File: src/rtl/id_ex_stage_reg.sv
// ID/EX pipeline register of the 5-stage RV32I core.
// Latches the decoded control bundle, operands, immediate, PC and register
// addresses for EX, and detects load-use hazards against the instruction
// currently in ID.
// Optional feature: define ID_EX_PERF_EN to add BubbleCnt/FlushCnt counters.
//
// Control bundle packing, MSB first:
//   [17] RegWrite  [16] MemWrite  [15:11] ALUOp  [10:8] NPCOp  [7] ALUSrc
//   [6:5] WDSel    [4:3] GPRSel   [2:0] DMType
// An all-zero bundle is a harmless bubble (no write, no store, NPCOp=PLUS4).
//
// Handshake: there is no valid/ready pair here. Stall is a combinational
// request to upstream (PC, IF/ID) to hold this cycle; Hold is a global freeze
// from downstream; Flush kills whatever would enter EX on this edge.
module id_ex_stage_reg #(
  parameter int XLEN   = 32,
  parameter int RA_W   = 5,
  parameter int CTRL_W = 18
) (
  input  logic              clk,
  input  logic              rstn,
  input  logic [CTRL_W-1:0] ID_Ctrl,
  input  logic [XLEN-1:0]   ID_RD1,
  input  logic [XLEN-1:0]   ID_RD2,
  input  logic [XLEN-1:0]   ID_Imm,
  input  logic [XLEN-1:0]   ID_PC,
  input  logic [RA_W-1:0]   ID_rs1,
  input  logic [RA_W-1:0]   ID_rs2,
  input  logic [RA_W-1:0]   ID_rd,
  input  logic              ID_Valid,
  input  logic              Flush,
  input  logic              Hold,
  output logic              Stall,
  output logic [CTRL_W-1:0] EX_Ctrl,
  output logic [XLEN-1:0]   EX_RD1,
  output logic [XLEN-1:0]   EX_RD2,
  output logic [XLEN-1:0]   EX_Imm,
  output logic [XLEN-1:0]   EX_PC,
  output logic [RA_W-1:0]   EX_rs1,
  output logic [RA_W-1:0]   EX_rs2,
  output logic [RA_W-1:0]   EX_rd,
  output logic              EX_Valid
`ifdef ID_EX_PERF_EN
  ,
  output logic [31:0]       BubbleCnt,
  output logic [31:0]       FlushCnt
`endif
);

  // WDSel position inside the control bundle; 2'b01 selects memory data (load)
  localparam int          WDSEL_LO = 5;
  localparam logic [1:0]  WD_MEM   = 2'b01;

  logic [1:0] ex_wdsel;
  logic       ex_is_load;
  logic       rs_match;
  logic       take_bubble;
  logic       load_en;

  assign ex_wdsel = EX_Ctrl[WDSEL_LO+1:WDSEL_LO];

  // Load-use hazard: a load in EX whose rd (never x0) feeds the ID instruction
  always_comb begin
    ex_is_load = EX_Valid && (ex_wdsel == WD_MEM) && (EX_rd != '0);
    rs_match   = (EX_rd == ID_rs1) || (EX_rd == ID_rs2);
    Stall      = rstn && !Flush && ex_is_load && ID_Valid && rs_match;
  end

  // Edge decision: Flush beats Hold; Hold freezes; a stall or an empty ID slot
  // captures a bubble; otherwise the ID instruction moves into EX
  always_comb begin
    take_bubble = Flush || (!Hold && (Stall || !ID_Valid));
    load_en     = Flush || !Hold;
  end

  // Pipeline register; the bubble value is all-zero on every field
  always_ff @(posedge clk) begin
    if (!rstn || (load_en && take_bubble)) begin
      EX_Ctrl  <= '0;
      EX_RD1   <= '0;
      EX_RD2   <= '0;
      EX_Imm   <= '0;
      EX_PC    <= '0;
      EX_rs1   <= '0;
      EX_rs2   <= '0;
      EX_rd    <= '0;
      EX_Valid <= 1'b0;
    end else if (load_en) begin
      EX_Ctrl  <= ID_Ctrl;
      EX_RD1   <= ID_RD1;
      EX_RD2   <= ID_RD2;
      EX_Imm   <= ID_Imm;
      EX_PC    <= ID_PC;
      EX_rs1   <= ID_rs1;
      EX_rs2   <= ID_rs2;
      EX_rd    <= ID_rd;
      EX_Valid <= ID_Valid;
    end
  end

`ifdef ID_EX_PERF_EN
  logic bubble_evt;
  assign bubble_evt = Stall && !Hold;

  // Saturating event counters. A Flush overrides Hold, so a flush taken under
  // Hold still counts; a stall bubble cannot enter while Hold is high.
  always_ff @(posedge clk) begin
    if (!rstn) begin
      BubbleCnt <= '0;
      FlushCnt  <= '0;
    end else begin
      if (bubble_evt && (BubbleCnt != 32'hFFFF_FFFF)) BubbleCnt <= BubbleCnt + 32'd1;
      if (Flush && (FlushCnt != 32'hFFFF_FFFF))       FlushCnt  <= FlushCnt + 32'd1;
    end
  end
`endif

endmodule

File: config.mk
export PLATFORM = sky130hd
export DESIGN_NAME = id_ex_stage_reg
export DESIGN_NICKNAME = d
export VERILOG_FILES = /design/src/rtl/id_ex_stage_reg.sv
export SDC_FILE = /design/constraint.sdc
export NUM_CORES = 1
export LEC_CHECK = 0
export ABC_AREA = 1
export BUFFER_PORTS_ARGS = -buffer_cell sky130_fd_sc_hd__buf_2
export CAP_MARGIN = 20
export CELL_PAD_IN_SITES_DETAIL_PLACEMENT = 0
export CELL_PAD_IN_SITES_GLOBAL_PLACEMENT = 1
export CORE_UTILIZATION = 25
export DETAILED_ROUTE_END_ITERATION = 6
export GPL_TIMING_DRIVEN = 0
export PLACE_DENSITY = 0.76
export REMOVE_ABC_BUFFERS = 1
export SLEW_MARGIN = 20
export SYNTH_ARGS = -nofsm -noshare
export SYNTH_HDL_FRONTEND = slang
export SYNTH_SLANG_ARGS = --single-unit
export TNS_END_PERCENT = 30
File: constraint.sdc
create_clock -name clk -period 3.25 [get_ports clk]
set_input_delay 0.325 -clock clk [delete_from_list [all_inputs] [get_ports clk]]
set_output_delay 0.325 -clock clk [all_outputs]
set_load 0.05 [all_outputs]
==> qor.yml <==
status: "finished, violations left"
violations: "design-rule violations"
clock_sinks: 162
cp-start-kind: "flop"
hold_class: "in2reg"
placed_cell_area_mm2: 0.00871
grt_max_degree: 84
grt_setup_unrepaired: "no"
tightestPinTransition_ns: 0.562
tns_ns: 0
syn_area_mm2: 0.00672
ioPinCount: 329
cts_hold_buf: 0
regArea_mm2: 0.00324
layout-drive-gt1-share_pct: 48.8
final_cell_area_mm2: 0.00927
syn_area_per_cell_um2: 8.96
power.density_mw_per_mm2: 528
overflow: 0
ys_top_cells_by_area: "dfxtp_1 (48%), mux2_2 (26%), inv_1 (9.7%), nor2_1 (9.6%), buf_2 (1.9%)"
worst_setup_path_end_kind: "flop"
rrSetupSlack_ns: 1.08
fin_crit_ns: 2.17
drt-vias-per-instance: 3.92
synth.distinct_cells: 16
r2r_cells: 12
start_util_pct: 25.6
hpwl_um: 11900
postCtsResizedCells: 0
clock_skew_ns: 0.00939
clk_latency_ns: 0.42
synth_top_area_share_pct: 48.3
dp_slack_ns: 1.00
areaGrowthSynthToFinish_pct: 37.9
setup-violations-final: 0
num-nets-final: 1232
irDropWorstVdd_mv: 0.234
drc: 22
drtAntennaViolNets: 0
die_w_um: 166
synth.most_common_cell: "inv_1"
crit_path_max_incr_delay_ns: 0.44
timing.hold.ws_ns: 0.246
grt_pass1_vias: 5408
r2r-start: "EX_rd[4]"
ys_seq_area_share_pct: 48.3
synth_edf_count: 0
track_usage_pct: 12.2
cap_violations: 0
min_to: "EX_RD1[2]"
n_antenna_cell: 0
cts_root_buf: "clkbuf_16"
power.total_mw: 4.89
crit_arrival_ns: 2.46
multi_input_area_mm2: 0.00263
yosys-top-cells-count: "inv_1 (174), nor2_1 (171), dfxtp_1 (162), mux2_2 (157), nand2_1 (33)"
min_path_cells: 4
worstPathMaxFanout: 83
worstPathRequired_ns: 3.54
rows: 59
synth_top_cell_by_area: "dfxtp_1"
clk_pin_slew_ns: 0.07
fillCellCount: 2752
postCtsSetupRepairBufs: 0
firstDrtPassIters: 6
grt_pass1_wl_um: 26900
crit_chain: "inv_2 -> nand2_1 -> nand2_1 -> nor2_1 -> nand3_1 -> nand2_1 -> nand2_1 -> nand2_1 -> nand2_1 -> nand2_8 -> buf_16 -> nor2_1"
gp_congestion: 0.750
hp-start: "ID_RD1[2]"
setup_slack_ns: 1.08
drt_iter0_markers: 214
antenna_found_initial: 0
synth_seq_cells: 162
leakage_nw: 5.06
core-area_mm2: 0.0262
slew_viol_final: 0
portBuffers: 328
synth_ff_type: "dfxtp_1"
criticalPathCategory: "reg2reg"
dieArea_mm2: 0.0275
fmax_mhz: 460
cts_buffer_depth: 2
die_h_um: 166
numCtsBuffers: 17
wire_per_inst_um: 11.7
slew_headroom_pct: 62.5
vias: 5538
hold_violations: 0
critPathMostFrequentCell: "nand2_1"
synthArstFlopShare_pct: 0
tritoncts: "done"
r2r-end: "EX_Imm[14]"
yosys_warnings: 0
wl_um: 16600
syn_inst: 750
crit_slowest_cell: "dfxtp_1"
htreeDepth: 4
period_share_pct: 66.9
## worst max-delay path by stage
stage                     startpoint         end  slack, ns
after detailed placement       Flush   EX_RD1[7]       1.00
after floorplan                Flush  EX_Ctrl[0]      -2.62
after global routing        EX_rd[4]  EX_RD1[30]       0.79
final                       EX_rd[4]  EX_Imm[14]       1.08
after CTS                   EX_rd[4]  EX_RD1[30]       0.99
after global placement         Flush   EX_PC[31]      -5.71
## metrics by stage
step                      utilization [%]  instances
after floorplan                         -        715
after global placement               32.8       1378
after detailed placement             33.2       1382
after CTS                            35.4       1414
after global routing                 35.4       1414
final                                35.4       1414
## logic make-up after synthesis
group | Yosys count | share of synthesized area [%]
buffers and inverters | 214 | 12.9
and+or+nand+nor | 210 | 11.9
DFF | 162 | 48.3
muxes | 157 | 26.3
AOI/OAI and AO/OA | 5 | 0.372
xor gates and xnor gates | 2 | 0.261
## worst max-delay path: cells and delay by family, from the launching register on
kind / cells / cell delay, ns
buffers and inverters: 2 / 0.40
DFF: 1 / 0.44
and+or+nand+nor: 10 / 1.11
## power by group
| group | switching [mW] | internal [mW] | total, mW |
|---|---|---|---|
| logic | 0.540 | 0.319 | 0.859 |
| clock network | 0.904 | 1.02 | 1.93 |
| registers | 0.0380 | 2.07 | 2.11 |
| total | 1.48 | 3.41 | 4.89 |
## state kept, by name, indices dropped and copies added, names as in the netlist
signal / cells
EX_Ctrl: 18
EX_Imm: 32
EX_PC: 32
EX_RD1: 32
EX_RD2: 32
EX_Valid: 1
EX_rd: 5
EX_rs1: 5
EX_rs2: 5
## placed cells by master (no fill, tap or decap)
cell and instances:
inv_8 3, nand2_1 32, clkinvlp_4 5, nor2_1 171, buf_16 3, clkinv_2 1, nand2_4 1, inv_2 4
clkbuf_8 1, clkbuf_16 17, buf_12 1, clkinv_4 1, nand2_8 1, mux2_2 157, buf_2 328, dfxtp_1 162
nand3_1 3, nor3_1 1, o21ai_0 5, inv_1 174, clkinv_1 1, xnor2_1 2, nand4_1 1, inv_6 4
## final cells by class
| type | count | share of cell area, % |
|---|---|---|
| clock buffers | 18 | 4.74 |
| clock inverters | 14 | 1.30 |
| flip-flops and latches | 162 | 35.0 |
| multi-input cells | 374 | 28.4 |
| repair buffers | 332 | 18.8 |
| inverters | 179 | 7.25 |
| well taps | 335 | 4.52 |
## per-layer routing
layer	up-vias	GRT usage [%]	part of all wire [%]
met5	-	0	0
met3	20	4.15	8.5
met2	203	22.0	49
met4	0	4.35	2.0
li1	2885	-	-
met1	2430	13.2	41
(Power assumes the default switching activity.)
